### config.mk
export PLATFORM = sky130hd
export DESIGN_NAME = dft_loop_sequencer
export DESIGN_NICKNAME = d
export VERILOG_FILES = /design/src/rtl/dft_loop_sequencer.sv
export SDC_FILE = /design/constraint.sdc
export NUM_CORES = 1
export LEC_CHECK = 0
export ABC_AREA = 1
export BUFFER_PORTS_ARGS = -buffer_cell sky130_fd_sc_hd__buf_4
export CORE_ASPECT_RATIO = 1.25
export CORE_UTILIZATION = 65
export CTS_CLUSTER_DIAMETER = 60
export DETAILED_ROUTE_END_ITERATION = 8
export PLACE_DENSITY = 0.92
export SLEW_MARGIN = 0
export SYNTH_ARGS = -nofsm -noshare
export SYNTH_HDL_FRONTEND = slang
export SYNTH_SLANG_ARGS = --single-unit
### constraint.sdc
create_clock -name clk -period 9.5 [get_ports clk]
set_input_delay 1.425 -clock clk [delete_from_list [all_inputs] [get_ports clk]]
set_output_delay 1.425 -clock clk [all_outputs]
set_load 0.1 [all_outputs]
### src/rtl/dft_loop_sequencer.sv
// Direct-DFT loop sequencer: per bin k clears the MAC, walks n=0..N-1, drains the MAC, hands off the result.
// Optional: define DFT_SEQ_HALF_SPECTRUM_EN to stop after bin floor(N/2) (real-input symmetry).
module dft_loop_sequencer #(
    parameter int ADDR_W  = 12,
    parameter int MAC_LAT = 3
) (
    input  logic              clk,
    input  logic              nrst,
    input  logic              ce,
    input  logic              start,
    input  logic [ADDR_W-1:0] sample_num,
    output logic              busy,
    output logic              done,
    output logic              err,
    output logic [ADDR_W-1:0] sample_adr,
    output logic [ADDR_W-1:0] twiddle_adr,
    output logic              mac_clear,
    output logic              mac_en,
    output logic              res_valid,
    output logic [ADDR_W-1:0] res_k,
    input  logic              res_ready
);

    localparam int LAT_W = (MAC_LAT > 1) ? $clog2(MAC_LAT) : 1;

    typedef enum logic [2:0] {IDLE, CLEAR, RUN, DRAIN, WRITE, DONE} state_t;

    state_t            state;
    logic [ADDR_W-1:0] n_len;
    logic [LAT_W-1:0]  lat_cnt;
    logic [ADDR_W-1:0] n_last;
    logic [ADDR_W-1:0] k_end;
    logic [ADDR_W:0]   tw_sum;
    logic [ADDR_W-1:0] tw_next;

    assign n_last = n_len - ADDR_W'(1);

`ifdef DFT_SEQ_HALF_SPECTRUM_EN
    assign k_end = n_len >> 1;
`else
    assign k_end = n_last;
`endif

    // twiddle index n*k mod N kept incrementally; both operands are < N so one subtraction wraps it
    assign tw_sum  = {1'b0, twiddle_adr} + {1'b0, res_k};
    assign tw_next = (tw_sum >= {1'b0, n_len}) ? (twiddle_adr + res_k - n_len)
                                               : (twiddle_adr + res_k);

    always_ff @(posedge clk or negedge nrst) begin
        if (!nrst) begin
            state       <= IDLE;
            n_len       <= '0;
            lat_cnt     <= '0;
            busy        <= 1'b0;
            done        <= 1'b0;
            err         <= 1'b0;
            sample_adr  <= '0;
            twiddle_adr <= '0;
            mac_clear   <= 1'b0;
            mac_en      <= 1'b0;
            res_valid   <= 1'b0;
            res_k       <= '0;
        end else if (ce) begin
            case (state)
                IDLE: begin
                    done <= 1'b0;
                    if (start) begin
                        n_len <= sample_num;
                        res_k <= '0;
                        busy  <= 1'b1;
                        if (sample_num == '0) begin
                            err   <= 1'b1;
                            state <= DONE;
                        end else begin
                            err       <= 1'b0;
                            mac_clear <= 1'b1;
                            state     <= CLEAR;
                        end
                    end
                end
                CLEAR: begin
                    mac_clear   <= 1'b0;
                    mac_en      <= 1'b1;
                    sample_adr  <= '0;
                    twiddle_adr <= '0;
                    state       <= RUN;
                end
                RUN: begin
                    if (sample_adr == n_last) begin
                        mac_en  <= 1'b0;
                        lat_cnt <= '0;
                        state   <= DRAIN;
                    end else begin
                        sample_adr  <= sample_adr + ADDR_W'(1);
                        twiddle_adr <= tw_next;
                    end
                end
                DRAIN: begin
                    if (lat_cnt == LAT_W'(MAC_LAT - 1)) begin
                        res_valid <= 1'b1;
                        state     <= WRITE;
                    end else begin
                        lat_cnt <= lat_cnt + LAT_W'(1);
                    end
                end
                WRITE: begin
                    if (res_ready) begin
                        res_valid <= 1'b0;
                        if (res_k == k_end) begin
                            state <= DONE;
                        end else begin
                            res_k     <= res_k + ADDR_W'(1);
                            mac_clear <= 1'b1;
                            state     <= CLEAR;
                        end
                    end
                end
                DONE: begin
                    done  <= 1'b1;
                    busy  <= 1'b0;
                    state <= IDLE;
                end
                default: state <= IDLE;
            endcase
        end
    end

endmodule

==> impl_metrics.json, run 1 <==
{
  "dieHeight_um": 101,
  "slew_headroom": 0.480,
  "utilization": 0.764,
  "syn_inst": 762,
  "die-area_um2": 8180,
  "power_leakage_nw": 3.10,
  "grt-ovfl-total": 0,
  "syn-cell-area_um2": 5080,
  "vias": 5293,
  "hold_class": "flop to flop",
  "start_util": 0.679,
  "nets": 859,
  "root_buffer": "clkbuf_8",
  "grt_max_degree": 60,
  "rr_worst_depth": 20,
  "synth.avg_cell_area_um2": 6.67,
  "port_buffers": 58,
  "ant_nets": 0,
  "antenna_found_initial": 0,
  "die_w_um": 81.1,
  "hold_violations": 0,
  "synthDistinctLibCells": 38,
  "drv_cap": 0,
  "ys_warn_count": 0,
  "yosysSeqAreaShare": 0.290,
  "fin_cells": 909,
  "vdd_drop_max_uv": 298,
  "crit_required_ns": 9.78,
  "syn2layout_area_growth_pct": 12.6,
  "io_pins": 59,
  "routed_wl_um": 14200,
  "rrSetupSlack_ns": 5.47,
  "wl_per_cell_um": 15.6,
  "crit_top_cell": "nand2_1",
  "cts_max_level": 3,
  "synth-seq-cells": 59,
  "fin_area_um2": 5720,
  "clk_latency_ns": 0.36,
  "min_path_cells": 2,
  "diodes": 0,
  "post-route-period-util": 0.424,
  "coreArea_um2": 7490,
  "finalSetupTns_ns": 0,
  "drive_gt1_frac": 0.135,
  "drt_iter0_drc": 319,
  "rsz0062_at_grt": "false",
  "drc": 0,
  "hold_path_startpoint": "mac_en",
  "setup_viol": 0,
  "cts_resized": 0,
  "synth_nets": 809,
  "p_per_area_nw_per_um2": 242,
  "tightest_slew_ns": 0.772,
  "cp_num_buf_inv": 2,
  "cp-start-kind": "flop",
  "arrival_ns": 4.31,
  "via_per_inst": 5.82,
  "finClkSkew_ns": 0.0188,
  "cpPeakStageDelay_ns": 0.47,
  "min_period_ns": 4.03,
  "drv_slew": 0,
  "dr.pass1.iters": 5,
  "cts.sinks": 59,
  "critPathSlowestCell": "dfrtp_1",
  "clk_pin_slew_worst_paths_ns": 0.08,
  "cts.hold.buffers_added": 0,
  "clock_path_buffers": 2,
  "critical_path.top_delay_family": "simple AND/OR/NAND/NOR gates",
  "postCtsSetupBuffers": 0,
  "grt_pass1_wl_um": 23300,
  "dpl_cell_area_um2": 5530,
  "track_usage": 0.374,
  "crit_type": "flop to flop",
  "critPathMaxFanout": 13,
  "r2r_end": "twiddle_adr[7]",
  "num_rows": 35,
  "dpl.cell_count": 893,
  "cts_made_buffers": 9,
  "power.total_mw": 1.38,
  "crit_path_end_kind": "flop",
  "max_freq_mhz": 248,
  "fillers": 592,
  "cp_cell_sequence": "ha_1 > fa_1 > nand3_1 > nand3_1 > a21oi_1 > o21bai_1 > xor2_1 > inv_1 > ha_1 > inv_1 > o21bai_1 > a21oi_1 > nand3_1 > nand2_1 > nand2_1 > nand2_1 > nand2_1 > nand2_1 > nand4_1 > nand2_1",
  "timing.rr.start": "res_k[0]",
  "hold_end": "mac_en",
  "gp_congestion": 0.978,
  "outcome": "finished clean",
  "grt_pass1_vias": 5188,
  "hpwlAfterDp_um": 10700,
  "cts_tree": "yes"
}
## state kept, by name, summed over array words and instances (netlist names)
name         flops
err              1
twiddle_adr     12
res_valid        1
state            3
lat_cnt          2
done             1
busy             1
sample_adr      12
mac_clear        1
res_k           12
mac_en           1
n_len           12
## per-stage QoR
| stage | hold WS (ns) | setup slack, ns |
|---|---|---|
| global placement | 0.458 | 5.68 |
| finish | 0.480 | 5.47 |
| floorplan | 0.446 | 5.69 |
| global route | 0.523 | 5.07 |
| CTS | 0.485 | 5.51 |
| detailed placement | 0.466 | 5.55 |
## metal layers
layer | part of all wire | wire length [µm] | GRT usage | up-vias
li1 | - | - | - | 2574
met1 | 0.39 | 5490 | 0.412 | 2419
met2 | 0.50 | 7090 | 0.641 | 235
met3 | 0.057 | 810 | 0.0679 | 65
met4 | 0.057 | 807 | 0.260 | 0
met5 | 0 | 0 | 0 | -
## layout make-up
cell class                      instances  area, µm²  area share
Multi-Input combinational cell        586       3120       0.546
Clock buffer                           11        131      0.0230
Sequential cell                        59       1480       0.258
Inverter                               96        360      0.0630
Tap cell                               92        115      0.0201
Clock inverter                          5       63.8      0.0112
Timing Repair Buffer                   60        450      0.0787
## where the power goes
part / leakage (nW) / switching [mW] / internal, mW
Combinational: 2.22 / 0.557 / 0.218
Clock: 0.0937 / 0.112 / 0.123
Sequential: 0.783 / 0.0726 / 0.300
## tightest hold or removal path: stages (launching register included)
cell and delay (ns):
dfrtp_1 0.35, nand2_1 0.05, nand2_1 0.05
## Yosys cell counts (all sizes together)
cell	instances	share of area
nor3b	2	0.0030
a211o	1	0.0017
xnor2	6	0.010
o211ai	1	0.0015
nand3	72	0.074
o21ai	37	0.038
nor3	6	0.0069
a31oi	1	0.0012
a21oi	25	0.025
o21bai	3	0.0044
xor2	30	0.052
ha	28	0.069
nand3b	9	0.013
inv	96	0.071
buf	11	0.017
nor2	73	0.062
nand4	36	0.044
a21o	1	0.0015
or2	10	0.012
nor4	1	0.0012
dfrtp	59	0.29
nand2	240	0.18
fa	2	0.0079
o21a	1	0.0015
a21boi	1	0.0015
clkbuf	10	0.0074
## how the worst max path moves through the flow
stage             start         endpoint  slack (ns)  cells after the start
3_3_place_gp   res_k[0]  twiddle_adr[11]        5.68                     20
5_1_grt        res_k[0]   twiddle_adr[7]        5.07                     20
3_5_place_dp   res_k[0]   twiddle_adr[7]        5.55                     20
4_1_cts        res_k[0]   twiddle_adr[7]        5.51                     20
2_1_floorplan  res_k[0]   twiddle_adr[9]        5.69                     20
6_report       res_k[0]   twiddle_adr[7]        5.47                     20
## logic make-up (layout without fill, tap and decap cells)
logic type | after synthesis | in the layout | synth area share
XOR/XNOR | 36 | 36 | 0.0620
AND/OR/NAND/NOR | 449 | 449 | 0.400
AO/OA/AOI/OAI | 71 | 71 | 0.0758
adder cells (fa/ha/maj) | 30 | 30 | 0.0768
flip-flops | 59 | 59 | 0.290
buffers and inverters | 117 | 172 | 0.0950
## placed cells by master, fill, tap and decap left out, drive strengths merged, types with 28 or more instances in the layout
| cell | instances |
|---|---|
| buf | 60 |
| nand3 | 72 |
| xor2 | 30 |
| inv | 96 |
| ha | 28 |
| dfrtp | 59 |
| o21ai | 37 |
| nor2 | 73 |
| nand4 | 36 |
| nand2 | 240 |
Power figures use the tool's default switching activity.
==> run 2: changes to the inputs <==
--- a/config.mk
+++ b/config.mk
@@ -5,13 +5,13 @@
 export SDC_FILE = /design/constraint.sdc
 export NUM_CORES = 1
 export LEC_CHECK = 0
-export ABC_AREA = 1
+export ABC_AREA = 0
 export BUFFER_PORTS_ARGS = -buffer_cell sky130_fd_sc_hd__buf_4
 export CORE_ASPECT_RATIO = 1.25
-export CORE_UTILIZATION = 65
+export CORE_UTILIZATION = 59
 export CTS_CLUSTER_DIAMETER = 60
 export DETAILED_ROUTE_END_ITERATION = 8
-export PLACE_DENSITY = 0.92
+export PLACE_DENSITY = 0.85
 export SLEW_MARGIN = 0
 export SYNTH_ARGS = -nofsm -noshare
 export SYNTH_HDL_FRONTEND = slang
==> constraint.sdc (replaced) <==
create_clock -name clk -period 4 [get_ports clk]
set_input_delay 0.6 -clock clk [delete_from_list [all_inputs] [get_ports clk]]
set_output_delay 0.6 -clock clk [all_outputs]
set_load 0.1 [all_outputs]
==> run 2 against run 1 <==
First-iteration DRC count increased by 20%. Clock skew down 0.0022 ns. Synthesized cell count down 30%. Global-route usage decreased by 4.4 points. Routed wire length decreased by 8.6%. Area after synthesis is 8.1% lower. Register-to-register slack got worse by 5.3 ns. Hold slack got worse by 0.16 ns. Critical endpoint is now twiddle_adr[10].
==> impl_metrics.json, run 2 <==
{
  "async_flop_share": 1.00,
  "synth_nets": 580,
  "crit_type": "flop to flop",
  "syn_inst": 533,
  "grt_max_degree": 60,
  "drive_gt1_frac": 0.248,
  "clock_path_buffers": 2,
  "synth-main-ff-cell": "dfrtp_1",
  "clk_pin_slew_worst_paths_ns": 0.08,
  "drt_iter0_drc": 383,
  "gp_congestion": 0.932,
  "drc": 0,
  "synth_commonest_cells": "dfrtp_1 (59), nand2_1 (49), inv_1 (34)",
  "io_pins": 59,
  "synthDistinctLibCells": 63,
  "via_per_inst": 6.40,
  "grt_pass1_vias": 4058,
  "cts_max_level": 3,
  "r2r_end": "twiddle_adr[10]",
  "ant_nets": 0,
  "die_w_um": 81.6,
  "startpoint": "twiddle_adr[0]",
  "whs_ns": 0.322,
  "port_buffers": 58,
  "setup_viol": 0,
  "crit_required_ns": 4.24,
  "hpwlAfterDp_um": 9390,
  "arrival_ns": 4.10,
  "cts_tree": "yes",
  "ys_warn_count": 0,
  "dp_slack_ns": 0.0234,
  "grt_pass1_wl_um": 20400,
  "cpPeakStageDelay_ns": 0.50,
  "finClkSkew_ns": 0.0166,
  "mostFrequentLayoutCells": "buf_4 (79), nand2_1 (49), dfrtp_1 (49), inv_1 (34), nor2_1 (29)",
  "drv_slew": 0,
  "cts.hold.buffers_added": 0,
  "start_util": 0.620,
  "nets": 646,
  "drv_cap": 0,
  "cts.sinks": 59,
  "die-area_um2": 8280,
  "coreArea_um2": 7530,
  "finalSetupTns_ns": 0,
  "root_buffer": "clkbuf_8",
  "hold_class": "input pin to asynchronous set/reset pin",
  "diodes": 0,
  "max_freq_mhz": 259,
  "wl_per_cell_um": 18.6,
  "track_usage": 0.330,
  "cts_made_buffers": 9,
  "dieHeight_um": 101,
  "tightest_slew_ns": 0.760,
  "hold_violations": 0,
  "clk_latency_ns": 0.35,
  "slew_headroom": 0.493,
  "dpl_cell_area_um2": 5230,
  "synth-seq-cells": 59,
  "rr_worst_depth": 14,
  "timing.rr.start": "twiddle_adr[0]",
  "vias": 4452,
  "yosysSeqAreaShare": 0.316,
  "critPathMaxFanout": 4,
  "dr.pass1.iters": 5,
  "min_period_ns": 3.86,
  "crit_path_end_kind": "flop",
  "syn2layout_area_growth_pct": 18.5,
  "synth_top_cells_by_area": "dfrtp_1 (32%), ha_1 (7.5%), xnor2_1 (4.9%), mux2i_1 (4.1%), nand2_1 (3.9%)",
  "grt-ovfl-total": 0,
  "syn-cell-area_um2": 4670,
  "synth-edff-count": 0,
  "synth_top_area_frac": 0.316,
  "layout_commonest_cell": "buf_4",
  "critPathSlowestCell": "dfrtp_4",
  "outcome": "finished clean",
  "cp-start-kind": "flop",
  "num_rows": 35,
  "synth.largest_area_cell": "dfrtp_1",
  "synth.avg_cell_area_um2": 8.76,
  "synth.most_common_cell": "dfrtp_1",
  "worst_slack_ns": 0.143,
  "routed_wl_um": 13000,
  "cp_cell_sequence": "ha_1 > fa_2 > a21oi_2 > o2111ai_2 > a21o_1 > a21oi_2 > xnor2_1 > ha_1 > and3_1 > a221o_1 > a31oi_2 > o21ai_2 > or2_2 > a32o_1",
  "fin_area_um2": 5540,
  "post-route-period-util": 0.964,
  "antenna_found_initial": 0,
  "cp-endpoint": "twiddle_adr[10]",
  "rrSetupSlack_ns": 0.14
}
[run 2: changes by cell type after synthesis, sizes merged, moves of 13 or more]
| cell | previous run | this run |
|---|---|---|
| nand3 | 72 | 18 |
| nand4 | 36 | 15 |
| nor4 | 1 | 14 |
| inv | 96 | 35 |
| xnor2 | 6 | 26 |
| nor2 | 73 | 29 |
| nand2 | 240 | 49 |
| mux2 | 0 | 13 |
| mux2i | 0 | 19 |
[run 2: area by class of cell]
type                       count  area, µm²
clock buffer                  10        138
clock inverter                 6       63.8
fill                         581       2000
inverter                      35        131
multi-input combinational    413       2980
sequential                    59       1500
tap                           92        115
timing repair buffer          81        612
[run 2: critical path, delay by kind of cell, from the launching register on]
| kind | cells | cell delay, ns |
|---|---|---|
| AO/OA/AOI/OAI | 8 | 1.66 |
| XOR/XNOR | 1 | 0.16 |
| adder cells (fa/ha/maj) | 3 | 0.91 |
| flip-flops | 1 | 0.50 |
| AND/OR/NAND/NOR | 2 | 0.51 |
[run 2: timing repair]
item,CTS,global route
setup endpoints to repair,3,11
pin swaps,1,8
hold endpoints to repair,0,0
buffers inserted,2,4
gates resized for setup,0,15
gates cloned,0,1
[run 2: kinds of logic after synthesis]
family / after synthesis / synth area share
fa+ha+maj: 30 / 0.0836
simple gates: 179 / 0.200
mux: 32 / 0.0721
compound gates: 126 / 0.178
xor+xnor: 46 / 0.0922
flops: 59 / 0.316
buf+inv: 61 / 0.0581
[run 2: worst min path at each step]
stage	startpoint	to	slack, ns	depth (start not counted)
after floorplan	nrst	busy	0.30	0
after global placement	busy	busy	0.48	1
after detailed placement	busy	busy	0.49	1
after CTS	nrst	twiddle_adr[10]	0.35	1
after global routing	nrst	twiddle_adr[10]	0.38	1
final	nrst	twiddle_adr[11]	0.32	1
[run 2: metrics by stage]
step / std cells / util
4_1_cts: 691 / 0.723
3_3_place_gp: 673 / 0.694
2_1_floorplan: 533 / -
5_1_grt: 696 / 0.735
6_report: 696 / 0.735
3_5_place_dp: 673 / 0.694
[run 2: routing by layer]
layer	global-route usage	routed length, µm
met5	0	0
met2	0.519	6230
met3	0.0559	832
met4	0.196	720
met1	0.424	5190
Power of run 2 is left out: the tool's default activity adds up to more than one toggle a clock period on the data nets, which glitch-free logic cannot reach.
